===== src/rtl/bram_capture_ctrl_pkg.sv =====
// Shared types and default sizing for the sample-logging capture controller.
// The sizing defaults describe the logging RAM that sits beside the controller.
package bram_capture_ctrl_pkg;

    localparam int DEFAULT_DATA_WIDTH   = 32;
    localparam int DEFAULT_ADDR_WIDTH   = 15;
    localparam int DEFAULT_READ_LATENCY = 2;

    typedef enum logic [1:0] {
        ST_IDLE    = 2'd0,
        ST_CAPTURE = 2'd1,
        ST_DONE    = 2'd2
    } cap_state_e;

endpackage


===== src/rtl/bram_capture_ctrl_if.sv =====
// Bundle of sample, host-read and RAM-side signals of the capture controller.
// The controller uses the slave modport; the driving environment uses master.
interface bram_capture_ctrl_if
    import bram_capture_ctrl_pkg::*;
#(
    parameter int DATA_WIDTH = DEFAULT_DATA_WIDTH,
    parameter int ADDR_WIDTH = DEFAULT_ADDR_WIDTH
) ();

    logic                  i_start;
    logic                  i_stop;
    logic                  i_sample_valid;
    logic [DATA_WIDTH-1:0] i_sample;
    logic                  i_rd_req;
    logic [ADDR_WIDTH-1:0] i_rd_addr;
    logic                  o_ram_wr_en;
    logic [ADDR_WIDTH-1:0] o_ram_wr_addr;
    logic [DATA_WIDTH-1:0] o_ram_wr_data;
    logic                  o_ram_rd_en;
    logic [ADDR_WIDTH-1:0] o_ram_rd_addr;
    logic [DATA_WIDTH-1:0] i_ram_rd_data;
    logic [DATA_WIDTH-1:0] o_rd_data;
    logic                  o_rd_valid;
    logic                  o_busy;
    logic                  o_full;
    logic [ADDR_WIDTH:0]   o_wr_count;

    modport slave (
        input  i_start, i_stop, i_sample_valid, i_sample, i_rd_req, i_rd_addr,
        input  i_ram_rd_data,
        output o_ram_wr_en, o_ram_wr_addr, o_ram_wr_data, o_ram_rd_en, o_ram_rd_addr,
        output o_rd_data, o_rd_valid, o_busy, o_full, o_wr_count
    );

    modport master (
        output i_start, i_stop, i_sample_valid, i_sample, i_rd_req, i_rd_addr,
        output i_ram_rd_data,
        input  o_ram_wr_en, o_ram_wr_addr, o_ram_wr_data, o_ram_rd_en, o_ram_rd_addr,
        input  o_rd_data, o_rd_valid, o_busy, o_full, o_wr_count
    );

endinterface


===== src/rtl/bram_capture_ctrl_valid_delay_line.sv =====
// Single-bit shift register that delays the RAM read strobe by the RAM's
// read latency so the host sees a valid flag aligned with the RAM data.
module bram_capture_ctrl_valid_delay_line #(
    parameter int STAGES = 2
) (
    input  logic clk,
    input  logic i_reset,
    input  logic i_in,
    output logic o_out
);

    logic [STAGES-1:0] sr_q;
    logic [STAGES-1:0] sr_d;

    always_comb begin
        sr_d    = sr_q;
        sr_d[0] = i_in;
        for (int i = 1; i < STAGES; i++) begin
            sr_d[i] = sr_q[i-1];
        end
    end

    always_ff @(posedge clk) begin
        if (i_reset) begin
            sr_q <= '0;
        end else begin
            sr_q <= sr_d;
        end
    end

    assign o_out = sr_q[STAGES-1];

endmodule


===== src/rtl/bram_capture_ctrl.sv =====
// Capture/readout controller in front of the sample-logging block RAM: streams
// samples into the RAM after a start pulse, then serves latency-aligned reads.
//
// state      | meaning
// -----------+-----------------------------------------------------------
// ST_IDLE    | after reset; host reads allowed, waiting for i_start
// ST_CAPTURE | writing valid samples at consecutive addresses; reads dropped
// ST_DONE    | capture ended (full or stopped); host reads allowed, restartable
module bram_capture_ctrl
    import bram_capture_ctrl_pkg::*;
#(
    parameter int DATA_WIDTH   = DEFAULT_DATA_WIDTH,
    parameter int ADDR_WIDTH   = DEFAULT_ADDR_WIDTH,
    parameter int READ_LATENCY = DEFAULT_READ_LATENCY
) (
    input  logic                 clk,
    input  logic                 i_reset,
    bram_capture_ctrl_if.slave   bus
);

    localparam logic [ADDR_WIDTH:0] LAST_ADDR = {1'b0, {ADDR_WIDTH{1'b1}}};

    cap_state_e            state_q, state_d;
    logic [ADDR_WIDTH:0]   count_q, count_d;
    logic                  full_q, full_d;
    logic                  wr_en_q, wr_en_d;
    logic [ADDR_WIDTH-1:0] wr_addr_q, wr_addr_d;
    logic [DATA_WIDTH-1:0] wr_data_q, wr_data_d;
    logic                  rd_en;

    // The word count doubles as the write pointer; it never wraps because the
    // write of the last address moves the FSM out of capture.
    always_comb begin
        state_d   = state_q;
        count_d   = count_q;
        full_d    = full_q;
        wr_en_d   = 1'b0;
        wr_addr_d = wr_addr_q;
        wr_data_d = wr_data_q;
        case (state_q)
            ST_IDLE, ST_DONE: begin
                if (bus.i_start) begin
                    state_d = ST_CAPTURE;
                    count_d = '0;
                    full_d  = 1'b0;
                end
            end
            ST_CAPTURE: begin
                if (bus.i_sample_valid) begin
                    wr_en_d   = 1'b1;
                    wr_addr_d = count_q[ADDR_WIDTH-1:0];
                    wr_data_d = bus.i_sample;
                    count_d   = count_q + 1'b1;
                    if (count_q == LAST_ADDR) begin
                        full_d  = 1'b1;
                        state_d = ST_DONE;
                    end
                end
                if (bus.i_stop) begin
                    state_d = ST_DONE;
                end
            end
            default: begin
                state_d = ST_IDLE;
            end
        endcase
    end

    always_ff @(posedge clk) begin
        if (i_reset) begin
            state_q   <= ST_IDLE;
            count_q   <= '0;
            full_q    <= 1'b0;
            wr_en_q   <= 1'b0;
            wr_addr_q <= '0;
            wr_data_q <= '0;
        end else begin
            state_q   <= state_d;
            count_q   <= count_d;
            full_q    <= full_d;
            wr_en_q   <= wr_en_d;
            wr_addr_q <= wr_addr_d;
            wr_data_q <= wr_data_d;
        end
    end

    // Requests arriving during capture are discarded rather than queued.
    assign rd_en = bus.i_rd_req && (state_q != ST_CAPTURE) && !i_reset;

    bram_capture_ctrl_valid_delay_line #(
        .STAGES (READ_LATENCY)
    ) u_valid_delay (
        .clk     (clk),
        .i_reset (i_reset),
        .i_in    (rd_en),
        .o_out   (bus.o_rd_valid)
    );

    assign bus.o_ram_wr_en   = wr_en_q;
    assign bus.o_ram_wr_addr = wr_addr_q;
    assign bus.o_ram_wr_data = wr_data_q;
    assign bus.o_ram_rd_en   = rd_en;
    assign bus.o_ram_rd_addr = bus.i_rd_addr;
    assign bus.o_rd_data     = bus.i_ram_rd_data;
    assign bus.o_busy        = (state_q == ST_CAPTURE);
    assign bus.o_full        = full_q;
    assign bus.o_wr_count    = count_q;

endmodule


===== src/flat_wrapper.sv =====
// flat-port wrapper written by rule: the top's interface ports become plain ports
module bram_capture_ctrl_flat import bram_capture_ctrl_pkg::*;
#(
    parameter int DATA_WIDTH   = DEFAULT_DATA_WIDTH,
    parameter int ADDR_WIDTH   = DEFAULT_ADDR_WIDTH,
    parameter int READ_LATENCY = DEFAULT_READ_LATENCY
)
  (clk, i_reset, bus_i_start, bus_i_stop, bus_i_sample_valid, bus_i_sample, bus_i_rd_req, bus_i_rd_addr, bus_i_ram_rd_data, bus_o_ram_wr_en, bus_o_ram_wr_addr, bus_o_ram_wr_data, bus_o_ram_rd_en, bus_o_ram_rd_addr, bus_o_rd_data, bus_o_rd_valid, bus_o_busy, bus_o_full, bus_o_wr_count);
  bram_capture_ctrl_if #(.DATA_WIDTH(DATA_WIDTH), .ADDR_WIDTH(ADDR_WIDTH)) bus_i ();
  input  logic clk;
  input  logic i_reset;
  input wire logic [$bits(bus_i.i_start)-1:0] bus_i_start;
  input wire logic [$bits(bus_i.i_stop)-1:0] bus_i_stop;
  input wire logic [$bits(bus_i.i_sample_valid)-1:0] bus_i_sample_valid;
  input wire logic [$bits(bus_i.i_sample)-1:0] bus_i_sample;
  input wire logic [$bits(bus_i.i_rd_req)-1:0] bus_i_rd_req;
  input wire logic [$bits(bus_i.i_rd_addr)-1:0] bus_i_rd_addr;
  input wire logic [$bits(bus_i.i_ram_rd_data)-1:0] bus_i_ram_rd_data;
  output wire logic [$bits(bus_i.o_ram_wr_en)-1:0] bus_o_ram_wr_en;
  output wire logic [$bits(bus_i.o_ram_wr_addr)-1:0] bus_o_ram_wr_addr;
  output wire logic [$bits(bus_i.o_ram_wr_data)-1:0] bus_o_ram_wr_data;
  output wire logic [$bits(bus_i.o_ram_rd_en)-1:0] bus_o_ram_rd_en;
  output wire logic [$bits(bus_i.o_ram_rd_addr)-1:0] bus_o_ram_rd_addr;
  output wire logic [$bits(bus_i.o_rd_data)-1:0] bus_o_rd_data;
  output wire logic [$bits(bus_i.o_rd_valid)-1:0] bus_o_rd_valid;
  output wire logic [$bits(bus_i.o_busy)-1:0] bus_o_busy;
  output wire logic [$bits(bus_i.o_full)-1:0] bus_o_full;
  output wire logic [$bits(bus_i.o_wr_count)-1:0] bus_o_wr_count;
  assign bus_i.i_start = bus_i_start;
  assign bus_i.i_stop = bus_i_stop;
  assign bus_i.i_sample_valid = bus_i_sample_valid;
  assign bus_i.i_sample = bus_i_sample;
  assign bus_i.i_rd_req = bus_i_rd_req;
  assign bus_i.i_rd_addr = bus_i_rd_addr;
  assign bus_i.i_ram_rd_data = bus_i_ram_rd_data;
  assign bus_o_ram_wr_en = bus_i.o_ram_wr_en;
  assign bus_o_ram_wr_addr = bus_i.o_ram_wr_addr;
  assign bus_o_ram_wr_data = bus_i.o_ram_wr_data;
  assign bus_o_ram_rd_en = bus_i.o_ram_rd_en;
  assign bus_o_ram_rd_addr = bus_i.o_ram_rd_addr;
  assign bus_o_rd_data = bus_i.o_rd_data;
  assign bus_o_rd_valid = bus_i.o_rd_valid;
  assign bus_o_busy = bus_i.o_busy;
  assign bus_o_full = bus_i.o_full;
  assign bus_o_wr_count = bus_i.o_wr_count;
  bram_capture_ctrl #(.DATA_WIDTH(DATA_WIDTH), .ADDR_WIDTH(ADDR_WIDTH), .READ_LATENCY(READ_LATENCY)) u_core (.clk(clk), .i_reset(i_reset), .bus(bus_i));
endmodule

===== config.mk =====
export PLATFORM = sky130hd
export DESIGN_NAME = bram_capture_ctrl_flat
export DESIGN_NICKNAME = d
export VERILOG_FILES = /design/src/rtl/bram_capture_ctrl_pkg.sv /design/src/rtl/bram_capture_ctrl_if.sv /design/src/rtl/bram_capture_ctrl_valid_delay_line.sv /design/src/rtl/bram_capture_ctrl.sv /design/src/flat_wrapper.sv
export SDC_FILE = /design/constraint.sdc
export NUM_CORES = 1
export LEC_CHECK = 0
export CORE_MARGIN = 2
export CORE_UTILIZATION = 25
export CTS_BUF_LIST = sky130_fd_sc_hd__clkbuf_4 sky130_fd_sc_hd__clkbuf_8
export DETAILED_ROUTE_END_ITERATION = 7
export PLACE_DENSITY = 0.66
export SKIP_CTS_REPAIR_TIMING = 1
export SLEW_MARGIN = 15
export SYNTH_ARGS = -nofsm -noshare
export SYNTH_HDL_FRONTEND = slang
export SYNTH_HIERARCHICAL = 1
export SYNTH_SLANG_ARGS = --single-unit

===== constraint.sdc =====
create_clock -name clk -period 2.2 [get_ports clk]
set_input_delay 0.44 -clock clk [delete_from_list [all_inputs] [get_ports clk]]
set_output_delay 0.44 -clock clk [all_outputs]
set_load 0.01 [all_outputs]

==> metrics, run 1 <==
Peak VDD IR 225 uV; die width 113 microns; DR pass1 iterations 4; headroom to the max-slew limit 59.0%; initial antenna violation count 0; Crit Path Max Fanout 4; maxcap violations 0; share of cells above drive strength 1 6.18%; setup slack, reg-to-reg 0.41 ns; Ant. Diodes 0; Setup TNS 0 ns; synthesized cell area 0.00295 sq mm; Clock Pin Slew Worst Setup and Hold Paths 0.07 ns; Top delay family on crit path buffers and inverters; vias in the first global route 2499; CP max stage delay 0.53 ns; final setup fails 0; Final ANT Viol Nets 0; Core Region 0.0115 sq mm; worst path cell trace nand2b_1 -> and3_1 -> clkdlybuf4s50_1; worst slew pin tran 0.615 ns; drt total wl 7860 microns; critical path launch point type register; vias per cell 4.50; Max H-tree Level 3; synth-to-layout area growth 34.3%; Reg2Reg Depth 5; Crit-path slowest cell clkdlybuf4s50_1; Syn Nets 449; EDFF count, synth 0; RePlAce Congestion 0.775; skew final 0.00722 ns; crit path kind register to output pin; TritonCTS Sinks 69; Port-buffer cells 105; io pins 200; Syn Area/Cell 8.13 sq um; DP HPWL 5400 microns; reg-to-reg endpoint u_core/bus.o_wr_count[14]; yosys warns 6; Hold Vio Cnt, Final 0; top cells by area, synth dfxtp_1 (47%), nand2_1 (13%), buf_4 (12%); Tightest Hold Check Type register to register; first-pass GRT wire length 12700 microns; Starting Density 25.7%; footprint of the multi-input gates 0.00112 sq mm; GRT Residual Overflow 0; die height 113 microns; Final Max Tran Viols 0; Synth top cells by count nand2_1 (102), dfxtp_1 (69), a21oi_1 (54); CTS tree done; leakage power 1.35 nW; worst skew pair latency 0.34 ns; Yosys top cell area share 46.8%; Main synth FF type dfxtp_1; Placed Instances 550; hold depth 1; DR vias 2540; Period minus WS final 2.07 ns; worst path bufs/invs 1; site row count 39; # DRC 0; Fill cells 1212; number of distinct library cells after synthesis 39; min-delay src u_core/u_valid_delay/sr_q[0]; largest net degree at the start of global routing 58; Seq cells post-synth 69; root buffer cell clkbuf_8; Syn Inst Count 363; Final #Nets 504; GRT Resource Usage Total 12.7%; CTS Buffer Depth 2; status finished clean; First DRT Iteration DRCs 95; register area share after synthesis 46.8%; Final Cycle Share 94.2%; RSZ-0062 raised after global routing false; Synth area leader dfxtp_1; Critical Path AT 1.63 ns; ys async rst share 0%; P per Cell Area 622 mW/mm^2; Worst setup EP type output pin; fmax 0.482 GHz; crit path from u_core/state_q[1]; total CTS buffers 9; final std cells w/o fill 564; wire per inst 13.9 microns; FF/Latch Area 0.00138 sq mm; FF-to-FF Start u_core/bus.o_wr_count[0]; full die area 0.0127 sq mm; top-count cell post-synth nand2_1; Required @ worst endpoint 1.76 ns; Hold EP u_core/u_valid_delay/sr_q[1]
[flip-flops by register name, indices dropped and copies added, names as in the netlist]
name	flops
u_core/bus.o_ram_wr_data	32
u_core/bus.o_ram_wr_en	1
u_core/bus.o_ram_wr_addr	15
u_core/bus.o_full	1
u_core/u_valid_delay/sr_q	2
u_core/state_q	2
u_core/bus.o_wr_count	16
[logic make-up after synthesis]
kind of cell | share of synthesized area [%]
simple gates | 22.2
flops | 46.8
fa+ha+maj | 0.424
buf+inv | 15.2
compound gates | 13.6
xor+xnor | 1.78
[cell type report]
| class | count | area share, % |
|---|---|---|
| Multi-Input combinational cell | 224 | 28.3 |
| Inverter | 4 | 0.379 |
| Sequential cell | 69 | 34.9 |
| Tap cell | 143 | 4.52 |
| Clock buffer | 12 | 4.01 |
| Clock inverter | 2 | 0.253 |
| Timing Repair Buffer | 110 | 27.7 |
[stage by stage]
stage               power, mW  setup slack (ns)  hold WS [ns]  utilization [%]  area (sq um)
floorplan                1.51             0.540         0.414                -          2950
global placement         1.58             0.136         0.418             33.1          3790
detailed placement       1.58             0.122         0.427             33.1          3790
CTS                      2.53            0.0798         0.440             34.6          3960
global route             2.61            0.0211         0.471             34.6          3960
finish                   2.46             0.127         0.439             34.6          3960
[report_power, final]
part	switching, mW	total (mW)	internal, mW	leakage, nW
registers	0.0161	1.29	1.28	0.558
clock network	0.447	0.914	0.467	0.0915
logic	0.121	0.256	0.135	0.698
total	0.584	2.46	1.88	1.35
[layout by cell type (no fill, tap or decap), types with 2 or more instances in the layout]
cell / instances
o21ai_0: 3
dfxtp_1: 69
clkdlybuf4s50_1: 104
or3_1: 2
nand3_1: 4
nor2_1: 14
nand2b_1: 2
o31ai_1: 4
buf_4: 4
a21oi_1: 54
xor2_1: 5
nand2_1: 102
o2111ai_1: 2
and3b_2: 2
inv_1: 4
clkbuf_8: 11
o211ai_1: 3
nor2b_1: 4
or4_1: 6
clkinv_2: 2
[routing by layer]
layer	part of all wire [%]	global-route usage, %
met5	0	0
met4	2.0	5.85
met3	7.3	4.10
met2	48	20.9
met1	43	15.1
[worst max-delay path by stage]
stage | end | slack (ns) | depth (start not counted)
after global placement | u_core/bus.o_wr_count[14] | 0.14 | 5
after floorplan | u_core/bus.o_wr_count[14] | 0.54 | 5
after CTS | bus_o_ram_rd_en | 0.08 | 3
after detailed placement | u_core/bus.o_wr_count[14] | 0.12 | 5
final | bus_o_ram_rd_en | 0.13 | 3
after global routing | bus_o_ram_rd_en | 0.02 | 3
No activity file was read; power rests on OpenSTA's default activity.
==> run 2, diff against run 1 <==
--- a/config.mk
+++ b/config.mk
@@ -10,6 +10,7 @@
 export CTS_BUF_LIST = sky130_fd_sc_hd__clkbuf_4 sky130_fd_sc_hd__clkbuf_8
 export DETAILED_ROUTE_END_ITERATION = 7
 export PLACE_DENSITY = 0.66
+export REMOVE_ABC_BUFFERS = 1
 export SKIP_CTS_REPAIR_TIMING = 1
 export SLEW_MARGIN = 15
 export SYNTH_ARGS = -nofsm -noshare
==> run 2 against run 1 <==
Clock power rose by 2%. Clock-buffer cell count increased by 2. Register-to-register slack barely moved. Total power rose by 0.68%. Sequential power hardly changed. Clock skew up 0.0016 ns. Setup slack better by 0.054 ns. Critical path depth unchanged. First-iteration DRC count rose by 80%. Flip-flop and latch count did not move. Fmax is 2.7% higher. Combinational power is essentially flat. Largest cell class unchanged. Largest power group unchanged.
==> metrics, run 2 (synthesis results as in run 1) <==
status finished clean; Peak VDD IR 256 uV; worst slew pin tran 0.631 ns; crit path kind input pin to output pin; drt total wl 9920 microns; skew final 0.00879 ns; vias per cell 4.75; synth-to-layout area growth 34.8%; Hold EP u_core/bus.o_full; Port-buffer cells 105; GRT Residual Overflow 0; share of cells above drive strength 1 7.06%; FF/Latch Area 0.00138 sq mm; Reg2Reg Depth 5; final setup fails 0; GRT Resource Usage Total 15.6%; Seq pwr share 52.1%; leakage power 1.36 nW; switching portion of total power 24.0%; dpl cell area 0.00381 sq mm; total CTS buffers 9; combinational power share 10.3%; Worst setup EP type output pin; clock network power share 37.5%; final std cells w/o fill 568; Critical Path AT 1.58 ns; initial antenna violation count 0; Core Region 0.0115 sq mm; die width 113 microns; First DRT Iteration DRCs 171; RePlAce Congestion 0.749; Pint 1.88 mW; commonest non-fill, non-tap cell in the layout clkdlybuf4s50_1; footprint of the multi-input gates 0.00112 sq mm; die height 113 microns; Starting Density 25.7%; Final Max Tran Viols 0; Max H-tree Level 3; critical path launch point type input pin; Fill cells 1193; Crit Path Max Fanout 2; hold depth 2; Setup TNS 0 ns; Final ANT Viol Nets 0; headroom to the max-slew limit 57.9%; Period minus WS final 2.02 ns; # DRC 0; P per Cell Area 623 mW/mm^2; vias in the first global route 2459; DR vias 2700; site row count 39; RSZ-0062 raised after global routing false; Placed Instances 552; Largest register FFs 32; min-delay src u_core/bus.o_full; reg-to-reg endpoint u_core/bus.o_wr_count[14]; Ant. Diodes 0; switching pwr 596 uW; maxcap violations 0; FF-to-FF Start u_core/bus.o_wr_count[0]; Final #Nets 506; most frequent cells in the layout clkdlybuf4s50_1 (104), nand2_1 (102), dfxtp_1 (69); Hold Vio Cnt, Final 0; worst skew pair latency 0.34 ns; setup slack, reg-to-reg 0.40 ns; DP HPWL 7210 microns; io pins 200; TritonCTS Sinks 69; full die area 0.0127 sq mm; design area 0.00398 sq mm; fmax 0.495 GHz; wire per inst 17.5 microns; CTS Buffer Depth 2; Tightest Hold Check Type register to register; root buffer cell clkbuf_8; Clock Pin Slew Worst Setup and Hold Paths 0.07 ns; first-pass GRT wire length 14800 microns; Required @ worst endpoint 1.76 ns; largest net degree at the start of global routing 58; Final Cycle Share 91.8%; DR pass1 iterations 4; CTS tree done
run 2: changes by cell type in the layout (fill, tap and decap cells not counted):
cell,previous run,this run
buf_4,4,6
clkbuf_4,1,5
clkbuf_8,11,9
run 2: cell type report:
| class | count | area share (%) |
|---|---|---|
| clock buffers | 14 | 4.06 |
| clock inverters | 2 | 0.251 |
| multi-input cells | 224 | 28.2 |
| flip-flops and latches | 69 | 34.7 |
| well taps | 143 | 4.50 |
| inverters | 4 | 0.377 |
| repair buffers | 112 | 27.9 |
run 2: power by group through the flow:
| stage | Sequential [mW] | Clock (mW) | Combinational, mW |
|---|---|---|---|
| finish | 1.29 | 0.931 | 0.256 |
| global route | 1.30 | 1.05 | 0.279 |
| CTS | 1.29 | 0.990 | 0.259 |
| detailed placement | 1.32 | 0 | 0.257 |
| global placement | 1.32 | 0 | 0.255 |
| floorplan | 1.33 | 0 | 0.0709 |
run 2: worst max-delay path by stage:
stage	start	end
4_1_cts	u_core/state_q[1]	bus_o_ram_rd_en
5_1_grt	u_core/state_q[1]	bus_o_ram_rd_en
6_report	bus_i_rd_req	bus_o_ram_rd_en
3_5_place_dp	bus_i_sample_valid	u_core/bus.o_wr_count[14]
3_3_place_gp	bus_i_sample_valid	u_core/bus.o_wr_count[14]
2_1_floorplan	bus_i_sample_valid	u_core/bus.o_wr_count[14]
run 2: stage by stage:
step | hold slack [ns] | setup slack, ns | utilization [%] | total power, mW
after CTS | 0.455 | 0.154 | 34.7 | 2.54
after global routing | 0.471 | 0.0563 | 34.7 | 2.62
after detailed placement | 0.439 | 0.0415 | 33.2 | 1.58
final | 0.450 | 0.181 | 34.7 | 2.48
after floorplan | 0.414 | -0.265 | - | 1.40
after global placement | 0.438 | 0.0980 | 33.2 | 1.58
run 2: metal layers:
metal	up-vias	wire [microns]	GRT usage [%]
met5	-	144	8.24
met4	4	121	4.55
met3	19	1630	13.9
met2	155	3850	19.7
met1	1251	4180	18.3
li1	1271	-	-
run 2: worst max-delay path, stage by stage:
cell	delay [ns]
clkdlybuf4s50_1	0.44
and3_1	0.15
clkdlybuf4s50_1	0.54
